===== src/rtl/pinwheel_ram_arb.sv =====
// Two-requester round-robin arbiter in front of a single-port-per-direction RAM.
// Reads and full-mask writes take one cycle; partial-mask writes do a read-modify-write.
module pinwheel_ram_arb #(
    parameter int unsigned ADDR_BITS = 10,
    parameter int unsigned DATA_BITS = 32
) (
    input  logic                     clk,
    input  logic                     rst_n,
    input  logic                     a_req,
    input  logic                     a_we,
    input  logic [ADDR_BITS-1:0]     a_addr,
    input  logic [DATA_BITS-1:0]     a_wdata,
    input  logic [DATA_BITS/8-1:0]   a_mask,
    output logic                     a_ack,
    output logic                     a_rvalid,
    output logic [DATA_BITS-1:0]     a_rdata,
    input  logic                     b_req,
    input  logic                     b_we,
    input  logic [ADDR_BITS-1:0]     b_addr,
    input  logic [DATA_BITS-1:0]     b_wdata,
    input  logic [DATA_BITS/8-1:0]   b_mask,
    output logic                     b_ack,
    output logic                     b_rvalid,
    output logic [DATA_BITS-1:0]     b_rdata,
    output logic [ADDR_BITS-1:0]     ram_raddr,
    input  logic [DATA_BITS-1:0]     ram_rdata,
    output logic [ADDR_BITS-1:0]     ram_waddr,
    output logic [DATA_BITS-1:0]     ram_wdata,
    output logic                     ram_wren
);

    localparam int unsigned MASK_BITS = DATA_BITS / 8;

    typedef enum logic {
        IDLE = 1'b0,
        RMW  = 1'b1
    } state_t;

    state_t                 state_q, state_d;
    logic                   ptr_q, ptr_d;          // 0 = A has priority, 1 = B
    logic                   a_rvalid_q, a_rvalid_d;
    logic                   b_rvalid_q, b_rvalid_d;
    logic [ADDR_BITS-1:0]   raddr_q, raddr_d;
    logic [ADDR_BITS-1:0]   rmw_addr_q, rmw_addr_d;
    logic [DATA_BITS-1:0]   rmw_wdata_q, rmw_wdata_d;
    logic [MASK_BITS-1:0]   rmw_mask_q, rmw_mask_d;

    logic                   sel_we;
    logic [ADDR_BITS-1:0]   sel_addr;
    logic [DATA_BITS-1:0]   sel_wdata;
    logic [MASK_BITS-1:0]   sel_mask;
    logic [DATA_BITS-1:0]   merged;

    // Byte merge of latched write data over the old word returned by the RAM
    always_comb begin
        merged = ram_rdata;
        for (int unsigned i = 0; i < MASK_BITS; i++) begin
            if (rmw_mask_q[i]) begin
                merged[i*8 +: 8] = rmw_wdata_q[i*8 +: 8];
            end
        end
    end

    always_comb begin
        state_d     = state_q;
        ptr_d       = ptr_q;
        a_rvalid_d  = 1'b0;
        b_rvalid_d  = 1'b0;
        raddr_d     = raddr_q;
        rmw_addr_d  = rmw_addr_q;
        rmw_wdata_d = rmw_wdata_q;
        rmw_mask_d  = rmw_mask_q;
        a_ack       = 1'b0;
        b_ack       = 1'b0;
        ram_wren    = 1'b0;
        ram_raddr   = raddr_q;
        sel_we      = a_we;
        sel_addr    = a_addr;
        sel_wdata   = a_wdata;
        sel_mask    = a_mask;
        ram_waddr   = sel_addr;
        ram_wdata   = sel_wdata;

        if (rst_n) begin
            if (state_q == IDLE) begin
                a_ack = a_req && (!b_req || !ptr_q);
                b_ack = b_req && !a_ack;
                if (b_ack) begin
                    sel_we    = b_we;
                    sel_addr  = b_addr;
                    sel_wdata = b_wdata;
                    sel_mask  = b_mask;
                end
                ram_waddr = sel_addr;
                ram_wdata = sel_wdata;
                if (a_ack || b_ack) begin
                    ptr_d = a_ack;
                    if (!sel_we) begin
                        ram_raddr  = sel_addr;
                        a_rvalid_d = a_ack;
                        b_rvalid_d = b_ack;
                    end else if (&sel_mask) begin
                        ram_wren = 1'b1;
                    end else if (|sel_mask) begin
                        // Partial write: fetch the old word now, merge next cycle
                        ram_raddr   = sel_addr;
                        rmw_addr_d  = sel_addr;
                        rmw_wdata_d = sel_wdata;
                        rmw_mask_d  = sel_mask;
                        state_d     = RMW;
                    end
                end
            end else begin
                ram_raddr = rmw_addr_q;
                ram_waddr = rmw_addr_q;
                ram_wdata = merged;
                ram_wren  = 1'b1;
                state_d   = IDLE;
            end
        end
        raddr_d = ram_raddr;
    end

    always_ff @(posedge clk) begin
        if (!rst_n) begin
            state_q    <= IDLE;
            ptr_q      <= 1'b0;
            a_rvalid_q <= 1'b0;
            b_rvalid_q <= 1'b0;
        end else begin
            state_q    <= state_d;
            ptr_q      <= ptr_d;
            a_rvalid_q <= a_rvalid_d;
            b_rvalid_q <= b_rvalid_d;
        end
    end

    // Datapath registers carry no reset value
    always_ff @(posedge clk) begin
        raddr_q     <= raddr_d;
        rmw_addr_q  <= rmw_addr_d;
        rmw_wdata_q <= rmw_wdata_d;
        rmw_mask_q  <= rmw_mask_d;
    end

    // A reset arriving in the data-return cycle squashes that read's valid
    assign a_rvalid = a_rvalid_q & rst_n;
    assign b_rvalid = b_rvalid_q & rst_n;
    assign a_rdata  = ram_rdata;
    assign b_rdata  = ram_rdata;

endmodule


===== config.mk =====
export PLATFORM = sky130hd
export DESIGN_NAME = pinwheel_ram_arb
export DESIGN_NICKNAME = d
export VERILOG_FILES = /design/src/rtl/pinwheel_ram_arb.sv
export SDC_FILE = /design/constraint.sdc
export NUM_CORES = 1
export LEC_CHECK = 0
export ABC_CLOCK_PERIOD_IN_PS = 9800
export CORE_MARGIN = 4
export CORE_UTILIZATION = 49
export CTS_BUF_LIST = sky130_fd_sc_hd__clkbuf_4 sky130_fd_sc_hd__clkbuf_8
export DETAILED_ROUTE_END_ITERATION = 16
export DONT_BUFFER_PORTS = 1
export SKIP_LAST_GASP = 1
export SLEW_MARGIN = 20
export SYNTH_ARGS = -nofsm -noshare
export SYNTH_HDL_FRONTEND = slang
export SYNTH_SLANG_ARGS = --single-unit

===== constraint.sdc =====
create_clock -name clk -period 9.8 [get_ports clk]
set_clock_uncertainty 0.1 [all_clocks]
set_input_delay 1.47 -clock clk [delete_from_list [all_inputs] [get_ports clk]]
set_output_delay 1.47 -clock clk [all_outputs]
set_load 0.02 [all_outputs]

* Word level (Yosys, flattened, before mapping)
Index checks and enable logic that the tools add are counted.
Storage, ports and cells: register bits after elaboration 60
Operators by class: bitwise logic cells 7, muxes and demuxes 32, reductions and logical operators 13
Operator list (count):
- 2-to-1 mux 32 bit | 3
- 2-to-1 mux 10 bit | 9
- 2-to-1 mux 8 bit | 4
- 2-to-1 mux 1 bit | 13
- 2-to-1 mux 4 bit | 3
- OR reduction 4 bit | 2
- AND reduction 6 bit | 1
- NOT 1 bit | 5
- OR reduction 5 bit | 1
- AND reduction 4 bit | 1
- logical NOT 1 bit | 3
- bitwise AND 1 bit | 2
- logical AND 1 bit | 2
- logical OR 1 bit | 2
- AND reduction 2 bit | 1

* Depth between registers and ports, before layout
word-level depth 15, depth in mapped cells 6, depth with buffers taken out 5

* Worst setup path after synthesis
OpenSTA, ideal clock, no wires.
path type input-to-reg, from input a_req, to register rmw_addr_q[0] (enable), slack 2109 ps, data arrival time 7012 ps, data required time 9120 ps, buffers on the path 1, stages 5, path through nand2b_1 -> nand2_1 -> buf_1 -> mux2i_1 -> nor4b_1
Between the ends: longest elaborated chain between the ends 9
RTL lines:
- from (decl) | line 9 | input logic a_req,
- logical AND 1 bit (*) | line 86 | a_ack = a_req && (!b_req || !ptr_q);
- logical NOT 1 bit | line 87 | b_ack = b_req && !a_ack;
- logical AND 1 bit | line 87
- 2-to-1 mux 4 bit | line 88 | if (b_ack) begin
- 2-to-1 mux 4 bit | line 85 | if (state_q == IDLE) begin
- 2-to-1 mux 4 bit | line 84 | if (rst_n) begin
- AND reduction 4 bit | line 102 | end else if (&sel_mask) begin
- NOT 1 bit (no line)
- AND reduction 6 bit (no line) (*)
- to (signal assigned) | line 141 | rmw_addr_q <= rmw_addr_d;
- to (decl) | line 44 | logic [ADDR_BITS-1:0] rmw_addr_q, rmw_addr_d;
Mark *: on every way between the ends. The rest lies on a longest branch, timed or not. The select of a mux whose other input is x is not followed. A chain may end at the register's enable or synchronous reset.

* Worst setup path in the final report
from input a_req, to output ram_wren
Between the ends: longest elaborated chain between the ends 12
RTL lines:
- logical AND 1 bit (*) | line 86
- logical NOT 1 bit | line 87
- logical AND 1 bit | line 87
- 2-to-1 mux 4 bit | line 88
- 2-to-1 mux 4 bit | line 85
- 2-to-1 mux 4 bit | line 84
- AND reduction 4 bit | line 102
- 2-to-1 mux 1 bit | line 102
- 2-to-1 mux 1 bit | line 98 | if (!sel_we) begin
- 2-to-1 mux 1 bit (*) | line 96 | if (a_ack || b_ack) begin
- 2-to-1 mux 1 bit (*) | line 85
- 2-to-1 mux 1 bit (*) | line 84
- to (decl) | line 29 | output logic ram_wren
Marked as above.

==> results.md <==
- The flow ran to the end, and the final reports show no timing, DRC or antenna violations.
- The total setup buffers inserted after CTS is 0.
- The worst reg2reg path endpoint is rmw_wdata_q[25].
- At the placement stage, the worst setup path has a slack of 4760 ps.
- After synthesis the cells add up to 4360 um^2.
- In the synthesized netlist the async set-or-reset flop fraction comes to 0%.
- In this run the most critical hold path is launched from ptr_q.
- Setup repair after global routing left no endpoint under its margin.
- The upper clock frequency limit is about 200 MHz.
- In this run the core area contains 34 standard-cell rows.
- The first-pass detailed-route iteration total is 4.
- The deepest clock path buffer count is 2.
- For this run, design rule violations remaining after detail routing come to 0.
- The number of buffers and inverters on the critical path is 1.
- The initial antenna violation count was 0.
- Entering global routing, the biggest net connects 91 pins.
- Headroom to the max-slew limit came out at a little under a third.
- The cell leakage power is around 1.6 nW.
- The critical path goes through nand2b_1, nand2_2, buf_4, mux2i_1, a21oi_1, nor2b_1.
- In this design, the stage delay of the slowest critical-path cell is roughly 470 ps.
- The antenna violation net count after detailed routing is 0.
- The sink count of the clock tree is 60.
- Leaving out fill and tap cells, the most frequent cell in the layout is nand2_1.
- The path type of the worst setup path is in -> out.
- The global router's overall resource usage is 17.3%.
- Measured on the finished design, the core utilization comes to a little under half.
- The worst register-to-register path begins at ptr_q.
- The cell area power density is 159 nW/um^2.
- The number of antenna diodes is 0.
- The setup slack of the most critical reg-to-reg path is about 6400 ps.
- For the pin with the worst max-slew slack, the measured transition is 1020 ps.
- Routability-driven placement finished with a final weighted congestion of around 0.75.
- The multi-input combinational cell area is 1950 um^2.
- The slack of the critical path is around 4800 ps.
- The final max-slew violation count is 0.
- The path class of the tightest hold or removal check is reg -> reg.
- TritonCTS built the clock tree.
- Once the clock tree was built, the resizer swapped 0 gates to a different size.
- Broken down by cell family, the worst path's largest delay share belongs to simple AND/OR/NAND/NOR gates.
- Dividing the detail-routed via count by the number of cells gives roughly 5.8.
- For hold timing, the worst endpoint is ptr_q.
- The floorplan die area is between 10000 and 15000 um^2.
- After clock tree synthesis, the clock-pin slew on the worst setup and hold paths is ~70 ps.
- The share of the clock period used by the worst path is roughly 50%.
- In the layout the commonest cells are 55 x nand2_1, 46 x mux2_2, 46 x edfxtp_1.
- For this design, the slowest cell found on the critical path is nand2_2.
- The number of buffers created by CTS is 9.
- Pin placement for this block handled around 250 I/O pins.
- Yosys mapped a number of flops with a built-in enable equal to 46.
- STA classifies the critical path startpoint as an input pin.
- The layout overhead on the synthesized area is -5.45%.
- The iteration-0 DRC count of the detailed router is ~110.
- The fraction of layout cells with a size suffix above 1 is around a fifth.
- For this run, the leading register cell type out of synthesis is edfxtp_1.
- Once the floorplan was initialized, standard cells occupied 50.2% of the core.
- The number of global-route vias before repair is 2667.
- Setup violations remaining at the end of the flow were counted as 0.
- The count of final hold-check violations came to 0.
- The count of hold-fix buffers inserted at cts is 0.
- The tree is rooted in a clkbuf_8.
- The number of distinct library cells after synthesis is 31.
- The storage element area is between 1500 and 2000 um^2.
- The number of standard cells after synthesis is 455.
- The endpoint required time on the critical path is 8230 ps.
- Hold timing on the final database bottoms out at a slack of 469 ps.
- The estimated wirelength of the detail-placed design is just under 7000 um.
- The critical path crosses 6 cells after its start point.
- The layout net count is a little over 500.
- After synthesis the netlist holds a flip-flop and latch count of 60.
- The share of synthesized area occupied by flip-flops and latches is around two fifths.
- From left edge to right edge, the die measures ~100 um.
- The count of input and output buffers is 0.
- The maximum net fanout on the critical path is 28.
- The global-route wire length before repair is around 14000 um.
- The worst-skew pair later-pin latency is between 300 and 400 ps.
- The cell depth of the worst min-delay path is 1.
- Across the VDD grid, the largest voltage drop is approximately 0.083 mV.
- Summed over all layers, the routed wires come to ~9600 um.
- The number of warning messages in the yosys log is 0.
- The cell depth of the worst flop-to-flop path is 6.
- The number of fillers in the final layout is between 800 and 900.
- From bottom edge to top edge, the die measures between 100 and 150 um.
- The reported max-cap violation count is 0.
- The routed layout has approximately 2900 vias.
- The minimum clock period is 5010 ps.
- The endpoint type of the worst setup path is a primary output.
- The H-tree depth is 3.
- In the final routed layout, each cell accounts on average for between 15 and 20 um.
- The mean instance size in the synthesized netlist is 9.58 um^2.
- The number of nets in the synthesized netlist is between 500 and 600.
- For the worst setup path, the data arrival time is around 3400 ps.
- The core area is 8680 um^2.
- Adding up every negative setup slack in the final design gives 0 ps.
- Global routing finished with a remaining overflow of 0.
cells in the mapped netlist (all sizes together) (2+ instances only):
library cell,instances,area (um^2)
and2,2,12.5
o211ai,32,240
o21ai,42,210
nor3,3,15.0
nor2b,2,12.5
nor4b,2,17.5
buf,72,522
mux2i,44,440
or4,2,18.8
o221a,11,124
nand2b,2,12.5
dfxtp,14,280
nand4,2,12.5
inv,45,169
mux2,46,518
clkbuf,22,82.6
edfxtp,46,1380
nor2,3,11.3
nand2,56,210
state kept, by name, summed over array words and instances (netlist names):
signal       cells
state_q          1
rmw_wdata_q     32
ptr_q            1
rmw_addr_q      10
rmw_mask_q       4
raddr_q         10
a_rvalid_q       1
b_rvalid_q       1
how the worst max path moves through the flow:
stage	slack (ps)	end	from
2_1_floorplan	2110	rmw_addr_q[0]	a_req
3_3_place_gp	4900	ram_wren	a_req
3_5_place_dp	4760	ram_wren	a_req
4_1_cts	4760	ram_wren	a_req
5_1_grt	4610	ram_wren	a_req
6_report	4790	ram_wren	a_req
through the flow:
stage	power, W	instances	instance area, um^2
floorplan	0.000477	455	4360
global placement	0.000452	472	3930
detailed placement	0.000455	472	3940
CTS	0.000666	488	4120
global route	0.000690	488	4120
finish	0.000657	488	4120
report_power, final:
part / switching [W] / internal [W] / leakage (nW) / total (W)
Clock: 0.0000954 / 0.000113 / 0.101 / 0.000209
Sequential: 0.00000850 / 0.000297 / 0.540 / 0.000305
Combinational: 0.0000926 / 0.0000499 / 0.939 / 0.000143
Total: 0.000196 / 0.000460 / 1.58 / 0.000657
per-layer routing:
layer	GRT usage (%)	wire, um	part of all wire (%)	vias to the layer above
met5	0	0	0	-
met4	6.36	132	1.4	0
met3	5.05	822	8.6	13
met2	30.4	4950	52	138
met1	20.0	3650	38	1321
li1	-	-	-	1382
cell type report:
cell class	count	share of cell area, %
clock buffer	14	4.22
clock inverter	2	0.243
inverter	45	4.10
multi-input combinational	256	47.3
sequential	60	40.3
tap	108	3.28
timing repair buffer	3	0.546
kinds of logic (layout without fill, tap and decap cells):
family,count (synthesis),in the layout,share of synthesized area (%)
AOI/OAI and AO/OA,90,90,14.4
buffers and inverters,139,64,17.7
DFF,60,60,38.1
muxes,90,90,22.0
and+or+nand+nor,76,76,7.72
Power figures use the tool's default switching activity.
